[src/rtl/fetch_pkg.sv]
// fetch_pkg: shared types and sizing helpers for the instruction-fetch stage.
package fetch_pkg;

  localparam logic [31:0] NOP_INST = 32'h0000_0013;

  typedef struct packed {
    logic [31:0] pc;
    logic [31:0] inst;
  } fq_entry_t;

  // Pointer width for a FIFO of the given depth; never narrower than one bit.
  function automatic int unsigned FQ_AW(input int unsigned depth);
    return (depth > 1) ? $clog2(depth) : 1;
  endfunction

  // Width of a counter that must hold 0..maxOs inclusive.
  function automatic int unsigned OS_W(input int unsigned maxOs);
    return $clog2(maxOs + 1);
  endfunction

endpackage

[src/rtl/fetch_if.sv]
// fetch_if: memory request/response bus, decode handshake and control inputs of the fetch stage.
interface fetch_if #(parameter int unsigned XLEN = 32);

  logic            fetch_hold;
  logic            redirect_valid;
  logic [XLEN-1:0] redirect_pc;
  logic            imem_req;
  logic [XLEN-1:0] imem_addr;
  logic            imem_gnt;
  logic            imem_rvalid;
  logic [XLEN-1:0] imem_rdata;
  logic            if_valid;
  logic            if_ready;
  logic [XLEN-1:0] if_inst;
  logic [XLEN-1:0] if_pc;

  modport master (
    input  fetch_hold, redirect_valid, redirect_pc, imem_gnt, imem_rvalid, imem_rdata, if_ready,
    output imem_req, imem_addr, if_valid, if_inst, if_pc
  );

  modport slave (
    output fetch_hold, redirect_valid, redirect_pc, imem_gnt, imem_rvalid, imem_rdata, if_ready,
    input  imem_req, imem_addr, if_valid, if_inst, if_pc
  );

endinterface

[src/rtl/fetch_fifo.sv]
// fetch_fifo: generic synchronous FIFO with flush and a registered head word.
// The head register keeps its last value while the FIFO is empty.
module fetch_fifo
  import fetch_pkg::*;
#(
  parameter  int unsigned WIDTH = 64,
  parameter  int unsigned DEPTH = 4,
  localparam int unsigned AW    = FQ_AW(DEPTH)
) (
  input  logic             clk,
  input  logic             rst_n,
  input  logic             push_i,
  input  logic [WIDTH-1:0] data_i,
  input  logic             pop_i,
  input  logic             flush_i,
  output logic [WIDTH-1:0] data_o,
  output logic             full_o,
  output logic             empty_o,
  output logic [AW:0]      count_o
);

  logic [WIDTH-1:0] mem_q [DEPTH];
  logic [AW-1:0]    rdPtr_q, rdPtr_d;
  logic [AW-1:0]    wrPtr_q, wrPtr_d;
  logic [AW:0]      count_q, count_d;
  logic [WIDTH-1:0] head_q, head_d;
  logic             doPush, doPop;

  function automatic logic [AW-1:0] nextPtr(input logic [AW-1:0] p);
    return (p == AW'(DEPTH - 1)) ? '0 : p + AW'(1);
  endfunction

  assign full_o  = (count_q == (AW+1)'(DEPTH));
  assign empty_o = (count_q == '0);
  assign count_o = count_q;
  assign data_o  = head_q;
  assign doPop   = pop_i & ~empty_o;
  assign doPush  = push_i & (~full_o | doPop);

  // Next pointers, occupancy and head word; flush wins over push and pop.
  always_comb begin
    rdPtr_d = rdPtr_q;
    wrPtr_d = wrPtr_q;
    count_d = count_q;
    head_d  = head_q;
    if (flush_i) begin
      rdPtr_d = '0;
      wrPtr_d = '0;
      count_d = '0;
    end else begin
      if (doPush) wrPtr_d = nextPtr(wrPtr_q);
      if (doPop)  rdPtr_d = nextPtr(rdPtr_q);
      count_d = count_q + (AW+1)'(doPush) - (AW+1)'(doPop);
      if (doPop) begin
        if (count_q > (AW+1)'(1)) head_d = mem_q[nextPtr(rdPtr_q)];
        else if (doPush)          head_d = data_i;
      end else if (empty_o && doPush) begin
        head_d = data_i;
      end
    end
  end

  // Pointer, count and head registers.
  always_ff @(posedge clk or negedge rst_n) begin
    if (!rst_n) begin
      rdPtr_q <= '0;
      wrPtr_q <= '0;
      count_q <= '0;
      head_q  <= '0;
    end else begin
      rdPtr_q <= rdPtr_d;
      wrPtr_q <= wrPtr_d;
      count_q <= count_d;
      head_q  <= head_d;
    end
  end

  // Storage array; contents only matter once written, so it carries no reset.
  always_ff @(posedge clk) begin
    if (doPush && !flush_i) mem_q[wrPtr_q] <= data_i;
  end

endmodule

[src/rtl/fetch_unit.sv]
// fetch_unit: PC generator, in-order pipelined IMEM interface, fetch queue and
// valid/ready handoff to decode, with redirect flush and hold support.
// Optional macro FETCH_PERF_EN adds perf_fetched/perf_starve/perf_flushed counters.
module fetch_unit
  import fetch_pkg::*;
#(
  parameter int unsigned     XLEN            = 32,
  parameter int unsigned     FQ_DEPTH        = 4,
  parameter int unsigned     MAX_OUTSTANDING = 2,
  parameter logic [XLEN-1:0] RESET_PC        = '0
) (
  input  logic        clk,
  input  logic        rst_n,
  fetch_if.master     bus
`ifdef FETCH_PERF_EN
  ,
  output logic [31:0] perf_fetched,
  output logic [31:0] perf_starve,
  output logic [31:0] perf_flushed
`endif
);

  localparam int unsigned QW = FQ_AW(FQ_DEPTH);
  localparam int unsigned TW = FQ_AW(MAX_OUTSTANDING);
  localparam int unsigned DW = OS_W(MAX_OUTSTANDING);

  logic [XLEN-1:0]   fetchPc_q, fetchPc_d;
  logic [DW-1:0]     dropCnt_q, dropCnt_d;
  logic [QW:0]       fqCount;
  logic              fqFull, fqEmpty;
  logic [TW:0]       osCount;
  logic              tagFull, tagEmpty;
  logic [XLEN-1:0]   tagPc;
  logic [2*XLEN-1:0] fqHead;
  logic              credit, accept, respond, dropResp, pushEntry, popEntry;

  // A slot exists only if the queue can absorb every response already in flight.
  assign credit    = !fqFull && !tagFull && ((32'(fqCount) + 32'(osCount)) < 32'(FQ_DEPTH));
  assign accept    = bus.imem_req & bus.imem_gnt;
  assign respond   = bus.imem_rvalid & ~tagEmpty;
  assign dropResp  = respond & (bus.redirect_valid | (dropCnt_q != '0));
  assign pushEntry = respond & ~dropResp;
  assign popEntry  = ~fqEmpty & bus.if_ready & ~bus.redirect_valid;

  assign bus.imem_req  = rst_n & credit & ~bus.fetch_hold & ~bus.redirect_valid;
  assign bus.imem_addr = fetchPc_q;
  assign bus.if_valid  = ~fqEmpty;
  assign bus.if_pc     = fqHead[2*XLEN-1:XLEN];
  assign bus.if_inst   = fqHead[XLEN-1:0];

  // PC tags of granted requests; its occupancy is the outstanding count.
  fetch_fifo #(.WIDTH(XLEN), .DEPTH(MAX_OUTSTANDING)) u_tag_fifo (
    .clk     (clk),
    .rst_n   (rst_n),
    .push_i  (accept),
    .data_i  (fetchPc_q),
    .pop_i   (respond),
    .flush_i (1'b0),
    .data_o  (tagPc),
    .full_o  (tagFull),
    .empty_o (tagEmpty),
    .count_o (osCount)
  );

  // Fetch queue of {pc, inst} pairs presented to decode.
  fetch_fifo #(.WIDTH(2*XLEN), .DEPTH(FQ_DEPTH)) u_fetch_queue (
    .clk     (clk),
    .rst_n   (rst_n),
    .push_i  (pushEntry),
    .data_i  ({tagPc, bus.imem_rdata}),
    .pop_i   (popEntry),
    .flush_i (bus.redirect_valid),
    .data_o  (fqHead),
    .full_o  (fqFull),
    .empty_o (fqEmpty),
    .count_o (fqCount)
  );

  // Redirect retargets the PC and marks every still-unanswered request as stale.
  always_comb begin
    fetchPc_d = fetchPc_q;
    dropCnt_d = dropCnt_q;
    if (bus.redirect_valid) begin
      fetchPc_d = {bus.redirect_pc[XLEN-1:2], 2'b00};
      dropCnt_d = DW'(32'(osCount) + 32'(accept) - 32'(respond));
    end else begin
      if (accept) fetchPc_d = fetchPc_q + XLEN'(4);
      if (respond && (dropCnt_q != '0)) dropCnt_d = dropCnt_q - DW'(1);
    end
  end

  // PC and stale-response counter registers.
  always_ff @(posedge clk or negedge rst_n) begin
    if (!rst_n) begin
      fetchPc_q <= RESET_PC;
      dropCnt_q <= '0;
    end else begin
      fetchPc_q <= fetchPc_d;
      dropCnt_q <= dropCnt_d;
    end
  end

  // A response with nothing outstanding is a memory-side bug; hardware ignores it.
  assert property (@(posedge clk) disable iff (!rst_n) !(bus.imem_rvalid && tagEmpty));

`ifdef FETCH_PERF_EN
  logic [31:0] perfFetched_q, perfStarve_q, perfFlushed_q;

  // Delivered instructions, decode-starved cycles, and work thrown away by redirects.
  always_ff @(posedge clk or negedge rst_n) begin
    if (!rst_n) begin
      perfFetched_q <= '0;
      perfStarve_q  <= '0;
      perfFlushed_q <= '0;
    end else begin
      if (popEntry) perfFetched_q <= perfFetched_q + 32'd1;
      if (bus.if_ready && fqEmpty && !bus.redirect_valid) perfStarve_q <= perfStarve_q + 32'd1;
      perfFlushed_q <= perfFlushed_q + (bus.redirect_valid ? 32'(fqCount) : 32'd0) + 32'(dropResp);
    end
  end

  assign perf_fetched = perfFetched_q;
  assign perf_starve  = perfStarve_q;
  assign perf_flushed = perfFlushed_q;
`else
  // Performance counters are not built in this configuration.
`endif

endmodule

[src/flat_wrapper.sv]
// flat-port wrapper written by rule: the top's interface ports become plain ports
module fetch_unit_flat import fetch_pkg::*;
#(
  parameter int unsigned     XLEN            = 32,
  parameter int unsigned     FQ_DEPTH        = 4,
  parameter int unsigned     MAX_OUTSTANDING = 2,
  parameter logic [XLEN-1:0] RESET_PC        = '0
)
  (clk, rst_n, bus_fetch_hold, bus_redirect_valid, bus_redirect_pc, bus_imem_gnt, bus_imem_rvalid, bus_imem_rdata, bus_if_ready, bus_imem_req, bus_imem_addr, bus_if_valid, bus_if_inst, bus_if_pc);
  fetch_if #(.XLEN(XLEN)) bus_i ();
  input  logic clk;
  input  logic rst_n;
  input wire logic [$bits(bus_i.fetch_hold)-1:0] bus_fetch_hold;
  input wire logic [$bits(bus_i.redirect_valid)-1:0] bus_redirect_valid;
  input wire logic [$bits(bus_i.redirect_pc)-1:0] bus_redirect_pc;
  input wire logic [$bits(bus_i.imem_gnt)-1:0] bus_imem_gnt;
  input wire logic [$bits(bus_i.imem_rvalid)-1:0] bus_imem_rvalid;
  input wire logic [$bits(bus_i.imem_rdata)-1:0] bus_imem_rdata;
  input wire logic [$bits(bus_i.if_ready)-1:0] bus_if_ready;
  output wire logic [$bits(bus_i.imem_req)-1:0] bus_imem_req;
  output wire logic [$bits(bus_i.imem_addr)-1:0] bus_imem_addr;
  output wire logic [$bits(bus_i.if_valid)-1:0] bus_if_valid;
  output wire logic [$bits(bus_i.if_inst)-1:0] bus_if_inst;
  output wire logic [$bits(bus_i.if_pc)-1:0] bus_if_pc;
  assign bus_i.fetch_hold = bus_fetch_hold;
  assign bus_i.redirect_valid = bus_redirect_valid;
  assign bus_i.redirect_pc = bus_redirect_pc;
  assign bus_i.imem_gnt = bus_imem_gnt;
  assign bus_i.imem_rvalid = bus_imem_rvalid;
  assign bus_i.imem_rdata = bus_imem_rdata;
  assign bus_i.if_ready = bus_if_ready;
  assign bus_imem_req = bus_i.imem_req;
  assign bus_imem_addr = bus_i.imem_addr;
  assign bus_if_valid = bus_i.if_valid;
  assign bus_if_inst = bus_i.if_inst;
  assign bus_if_pc = bus_i.if_pc;
  fetch_unit #(.XLEN(XLEN), .FQ_DEPTH(FQ_DEPTH), .MAX_OUTSTANDING(MAX_OUTSTANDING), .RESET_PC(RESET_PC)) u_core (.clk(clk), .rst_n(rst_n), .bus(bus_i));
endmodule
[config.mk]
export PLATFORM = sky130hd
export DESIGN_NAME = fetch_unit_flat
export DESIGN_NICKNAME = d
export VERILOG_FILES = /design/src/rtl/fetch_pkg.sv /design/src/rtl/fetch_if.sv /design/src/rtl/fetch_fifo.sv /design/src/rtl/fetch_unit.sv /design/src/flat_wrapper.sv
export SDC_FILE = /design/constraint.sdc
export NUM_CORES = 1
export LEC_CHECK = 0
export ABC_AREA = 1
export BUFFER_PORTS_ARGS = -buffer_cell sky130_fd_sc_hd__clkbuf_2
export CAP_MARGIN = 40
export CORE_MARGIN = 5
export CORE_UTILIZATION = 62
export CTS_BUF_LIST = sky130_fd_sc_hd__clkbuf_4 sky130_fd_sc_hd__clkbuf_8
export DETAILED_ROUTE_END_ITERATION = 6
export PLACE_DENSITY = 0.92
export SYNTH_ARGS = -nofsm -noshare
export SYNTH_HDL_FRONTEND = slang
export SYNTH_SLANG_ARGS = --single-unit
[constraint.sdc]
create_clock -name clk -period 5.7 [get_ports clk]
set_input_delay 0.57 -clock clk [delete_from_list [all_inputs] [get_ports clk]]
set_output_delay 0.57 -clock clk [all_outputs]
set_load 0.01 [all_outputs]
# Word-level counts from Yosys, hierarchy flattened
# Memories as Yosys holds them, arrays and structs flattened.
# Index checks and enable logic that the tools add are counted.
# classes
add_sub_neg,13
magnitude_cmp,3
n_eq_ne,6
muxes,25
n_bitwise,23
n_reduce_logical,20
# ops
op,n
$mux W64,4
$mux W32,6
$add A32 B3 Y32 const B,1
$lt A32 B3 Y1 const B,1
$mux W2,8
$reduce_bool A2 Y1,7
$and A1 B1 Y1,13
$not A1 Y1,7
$eq A2 B2 Y1 const B,3
$logic_and A1 B1 Y1,6
$mux W1,6
$ne A3 B2 Y1 const B,2
$add A2 B1 Y2,2
$add A2 B1 Y2 const B,2
$add A3 B2 Y4,1
$sub A2 B1 Y2,2
$add A3 B1 Y3,1
$eq A3 B3 Y1 const B,1
$gt A3 B1 Y1 const B,1
$logic_not A1 Y1,3
$logic_not A3 Y1,1
$mux W3,1
$or A1 B1 Y1,3
$reduce_and A3 Y1,1
6 further kinds,7
# word_totals
ff_bits,141
ram_bits,320
input_bits,71
out_inout_bits,98
word_cells,102
n_memories,2
# mem_list
memory,depth,width,rd,rd_ports_with_merged_regs,wr,line_no,text
u_core.u_fetch_queue.mem_q,4,64,1,0,1,fetch_fifo.sv:22,logic [WIDTH-1:0] mem_q [DEPTH];
u_core.u_tag_fifo.mem_q,2,32,1,0,1,fetch_fifo.sv:22,

# Depth between registers and ports, before layout
# depth
depth_word,12
depth_mapped,12
ltp_nobuf,12

# Hierarchy
# From an unflattened synthesis, not the netlist that was laid out.
# unflattened
hier_cells,2196
area_unflattened_um2,20663.6
# modules_own_cells
mod,n_inst,cells_per_inst,area_per_inst_um2,seq_area_each_um2
fetch_fifo at u_core.u_fetch_queue,1,1299,13716.9,9464.1
fetch_fifo at u_core.u_tag_fifo,1,446,4294.1,2822.7
fetch_unit,1,451,2652.5,800.8

# Worst setup path before layout
# No wires, ideal clock.
# synth_timing
path_type,register to register
start,reg u_core.dropCnt_q[0]
end,"mem u_core.u_fetch_queue.mem_q[0][0], enable pin"
setup_time_ns,0.482
arrival_time_ns,3.549
required_ns,5.218
slack_ns,1.669
stages_incl_launch_ff,7
path_buffers,0
period_less_slack_ns,4.031
cell_sequence,dfrtp_1 -> inv_1 -> ha_1 -> inv_1 -> nor3_2 -> nand2_1 -> nor2_1
# synth_between
elab_chain_len,9
# synth_lines
element,line_no,text
"start, declared",fetch_unit.sv:28,"logic [DW-1:0] dropCnt_q, dropCnt_d;"
"start signal, assigned",fetch_unit.sv:99,dropCnt_q <= dropCnt_d;
$reduce_bool A2 Y1,fetch_unit.sv:41,assign dropResp = respond & (bus.redirect_valid | (dropCnt_q != '0));
$or A1 B1 Y1,fetch_unit.sv:41,
$and A1 B1 Y1,fetch_unit.sv:41,
$not A1 Y1,fetch_unit.sv:42,assign pushEntry = respond & ~dropResp;
$and A1 B1 Y1,fetch_unit.sv:42,
$and A1 B1 Y1,fetch_fifo.sv:38,assign doPush = push_i & (~full_o | doPop);
$logic_and A1 B1 Y1,fetch_fifo.sv:80,if (doPush && !flush_i) mem_q[wrPtr_q] <= data_i;
$mux W1,fetch_fifo.sv:80,
$mux W1 (implied by the code),fetch_fifo.sv:80,
"end, declared",fetch_fifo.sv:22,
# No other way between the ends.

# Worst setup path after layout
# layout_timing
start,in rst_n
end,"reg u_core.u_tag_fifo.head_q[28], in the netlist u_core.u_tag_fifo.data_o[28]"
# layout_between
elab_chain_len,8
word_cells_on_any_way,9
cone_classes,eq/ne: 1; bitwise: 5; reduce/logical: 3
# layout_lines
element,line_no,text
"start, declared",flat_wrapper.sv:12,input logic rst_n;
$and A1 B1 Y1 * (3 in a row),fetch_unit.sv:45,assign bus.imem_req = rst_n & credit & ~bus.fetch_hold & ~bus.redirect_valid;
$and A1 B1 Y1 *,fetch_unit.sv:39,assign accept = bus.imem_req & bus.imem_gnt;
$and A1 B1 Y1 *,fetch_fifo.sv:38,
$logic_and A1 B1 Y1,fetch_fifo.sv:57,end else if (empty_o && doPush) begin
$reduce_bool A2 Y1 (no line),-,
$reduce_and A2 Y1 (no line) *,-,
"end signal, assigned",fetch_fifo.sv:69,head_q <= '0;
"end signal, assigned",fetch_fifo.sv:74,head_q <= head_d;
"end, declared",fetch_fifo.sv:26,"logic [WIDTH-1:0] head_q, head_d;"
# Every way passes the cells marked *; elsewhere a longest branch is shown, timed or not.
# A chain may end at the register's enable or synchronous reset.

==> results.py <==
metrics = {
    "timing": {
        "fin_worst_hold_slack_ns": 0.209,
        "finalMaxSlewViolations": 0,
        "grt_setup_unrepaired": "false",
        "period_share_pct": 64.9,
        "setup_total_negative_slack_ns": 0,
        "setup_ws_ns": 2.00,
        "hold_viol": 0,
        "setup_viol": 0,
        "max_freq_mhz": 270,
        "worst_clock_skew_ns": 0.0313,
        "max_slew.worst_pin.slew_ns": 0.895,
        "minimum_period_implied_by_the_final_worst_setup_slack_ns": 3.70,
        "timing.slew.headroom_pct": 40.2,
    },
    "worst_setup_path": {
        "timing.critical_path.slowest_stage_cell": "nand2_1",
        "critical_path.max_stage_delay_ns": 0.60,
        "start_kind": "input pin",
        "setup.worst_path.end_class": "flop",
        "worstPathArrival_ns": 4.15,
        "critical_path.max_fanout": 54,
        "critical-path-top-delay-family": "simple AND/OR/NAND/NOR gates",
        "timing.critical_path.cells": "dlygate4sd3_1 > buf_6 > nand3b_1 > nor2_1 > nand3_2 > ha_1 > nand2_1 > buf_4 > nand2_1 > nand2_1 > nand2_1",
        "reg2reg_setup_slack_ns": 2.24,
        "r2r-start": "u_core.u_fetch_queue.rdPtr_q[0]",
        "setup.worst_path.start": "rst_n",
        "timing.critical_path.mode_cell": "nand2_1",
        "worst-path-buf-inv": 3,
        "worst-setup-path-type": "in -> reg",
        "crit_required_ns": 6.15,
    },
    "clock_tree": {
        "cts_inserted_buffers": 70,
        "tritoncts": "built",
        "cts_repair_resize_count": 0,
        "htree_num_levels": 3,
        "clk-insertion-delay-late_ns": 0.60,
        "cts.clk_slew.worst_paths_ns": 0.05,
        "cts.sinks": 443,
        "clk_path_buf_depth": 3,
        "cts-root-buf": "clkbuf_8",
    },
    "run": {
        "cap_violations": 0,
    },
    "floorplan": {
        "design.die.area_um2": 35100,
        "design.core.area_um2": 31300,
        "floorplan.initialDensity_pct": 62.4,
        "floorplan.rows": 65,
        "floorplan.die.width_um": 187,
        "pin_count": 169,
        "die_h_um": 187,
    },
    "yosys": {
        "syn-cell-area_um2": 19500,
        "ys_ff_latch": 443,
        "synthDominantAreaCellType": "edfxtp_1",
        "syn_avg_cell_area_um2": 9.81,
        "synthesis.yosys.warnings": 0,
        "synth_largest_type_area_fraction_pct": 47.4,
        "synth_cell_types": 33,
        "synth-seq-area-share_pct": 64.7,
        "post_synth_main_area_contributors": "edfxtp_1 (47%), dfrtp_1 (17%), nand2_1 (15%), nand3_1 (6.9%), o21ai_0 (3.6%)",
        "synthCells": 1990,
    },
    "grt": {
        "grt_max_degree": 78,
        "antenna_found_initial": 0,
        "first_global_vias": 15400,
        "aggregate_global_routing_overflow": 0,
        "grt_usage_pct": 26.4,
        "global_route_wire_length_before_repair_um": 76100,
    },
    "pwr": {
        "power_report.internal_total_mw": 6.34,
        "power_leakage_nw": 9.63,
        "power.share.combinational_pct": 27.2,
        "p_total_mw": 9.88,
        "switching_share_pct": 35.8,
        "highest_ir_drop_seen_on_vdd_mv": 0.213,
        "total_switching_power_mw": 3.54,
        "power.share.clock_pct": 27.2,
        "seq_power_share_pct": 45.6,
        "power_density_over_the_cells_nw_per_um2": 450,
    },
    "routing": {
        "detail_route.first_pass.iterations": 6,
        "finalWirelength_um": 47100,
        "drcViolationCount": 0,
        "postRouteAntennaNets": 0,
        "avgViaCountPerCell": 5.81,
        "initialDrtViolationCount": 1647,
        "overall_via_count_from_detail_route": 15100,
        "wl_per_cell_um": 18.2,
    },
    "final_layout": {
        "diodes": 0,
        "syn2layout_area_growth_pct": 12.4,
        "drive_gt1_share_pct": 15.1,
        "final_nets": 2226,
        "design_area_um2": 21900,
    },
    "placed_design": {
        "dp_worst_setup_slack_ns": 2.00,
        "numPortBuffers": 162,
        "postPlaceCellArea_um2": 20500,
        "place.detailed.hpwl_um": 27700,
        "place.gp.congestion": 0.858,
    },
    "worst_hold_path": {
        "min-delay-path-class": "in -> reg",
        "min-delay-start": "bus_redirect_pc[12]",
    },
    "status": {
        "status": "complete, no violations",
    },
}
## power by group through the flow
stage	logic (mW)	clock network, mW	registers (mW)
global route	3.00	2.86	4.56
global placement	2.43	0	4.52
CTS	2.67	2.71	4.48
finish	2.69	2.69	4.51
detailed placement	2.63	0	4.54
floorplan	1.84	0	4.45
## worst min-delay path, cell delays in order
cell and delay (ns):
clkbuf_2 0.08, nand2_1 0.04, nand3_1 0.06
## metal layers
| metal | vias to the layer above | routed length [µm] | track usage [%] |
|---|---|---|---|
| met2 | 970 | 23100 | 44.4 |
| met3 | 125 | 4700 | 4.70 |
| li1 | 6954 | - | - |
| met4 | 0 | 1470 | 10.4 |
| met1 | 7024 | 17900 | 34.6 |
| met5 | - | 0 | 0 |
## layout by cell type (no fill, tap or decap), types with 2 or more instances in the layout
cell        count
nand2_1       793
edfxtp_1      308
nand3_1       270
clkbuf_2      161
o21ai_0       139
dfrtp_1       134
clkbuf_8       73
inv_1          71
nor2_1         57
o21ai_1        40
clkbuf_4       33
buf_4          18
ha_1           14
xor2_1         11
clkinv_2        7
inv_2           6
nor2_4          5
clkinv_1        5
nor2_2          4
xnor2_1         4
conb_1          4
buf_16          4
inv_8           3
nand3b_1        2
nand3_2         2
a21oi_1         2
nand4_1         2
or2_2           2
o211ai_1        2
clkinvlp_4      2
## Yosys cell counts
master and n:
edfxtp_1 308, nor3_2 1, buf_2 35, nand4_1 2, or2_2 2, nand2_2 1, nor2_2 2, nor2_8 1
nor2_4 1, nor2_1 63, inv_1 71, xor2_1 11, inv_2 6, a21oi_1 2, ha_1 15, dfrtp_1 135
buf_4 10, nand3b_1 2, nand3_2 2, buf_6 17, nand2_1 793, xnor2_1 4, o211ai_1 2, nand3_1 270
o21ai_4 1, clkbuf_1 42, conb_1 1, fa_1 1, nand2_4 1, inv_4 1, o21ai_1 40, buf_1 8
o21ai_0 139
## flip-flops by register name (all words and copies together), names as in the netlist
register	flops
u_core.bus.imem_addr	30
u_core.dropCnt_q	2
u_core.u_fetch_queue.count_o	3
u_core.u_fetch_queue.data_o	62
u_core.u_fetch_queue.mem_q	248
u_core.u_fetch_queue.rdPtr_q	2
u_core.u_fetch_queue.wrPtr_q	2
u_core.u_tag_fifo.count_o	2
u_core.u_tag_fifo.data_o	30
u_core.u_tag_fifo.mem_q	60
u_core.u_tag_fifo.rdPtr_q	1
u_core.u_tag_fifo.wrPtr_q	1
## worst paths after layout
kind / to / cells after the start
max: u_core.u_tag_fifo.data_o[28] / 11
min: u_core.bus.imem_addr[12] / 3
max reg2reg: u_core.u_fetch_queue.data_o[30] / 9
min reg2reg: u_core.u_fetch_queue.data_o[24] / 2
max in group asynchronous: u_core.bus.imem_addr[5] / 4
min in group asynchronous: u_core.u_fetch_queue.data_o[2] / 2
## cell families (layout without fill, tap and decap cells)
group / after synthesis / after routing / synth area share, %
other: 1 / 4 / 0.0192
adder cells (fa/ha/maj): 16 / 16 / 1.06
AO/OA/AOI/OAI: 184 / 184 / 4.80
XOR/XNOR: 15 / 15 / 0.673
flip-flops: 443 / 443 / 64.7
buffers and inverters: 190 / 389 / 4.74
AND/OR/NAND/NOR: 1141 / 1141 / 24.0
## stage by stage
| step | utilization [%] | std cells |
|---|---|---|
| floorplan | - | 1993 |
| finish | 70.1 | 2594 |
| global placement | 65.2 | 2463 |
| CTS | 70.1 | 2594 |
| detailed placement | 65.6 | 2468 |
| global route | 70.1 | 2594 |
## area by class of cell
type	instances	area (µm²)
clock inverters	19	141
multi-input cells	1360	6030
repair buffers	186	1090
inverters	78	295
well taps	402	503
clock buffers	106	1250
fillers	2057	9360
flip-flops and latches	443	12600
## timing repair
| item | 4_1_cts | 5_1_grt |
|---|---|---|
| hold endpoints to repair | 52 | 0 |
| hold buffers | 1 | 0 |
| setup buffers | 0 | 0 |
| endpoints found under the setup margin | 0 | 0 |
Note: power is estimated with default switching activity, not from simulation.
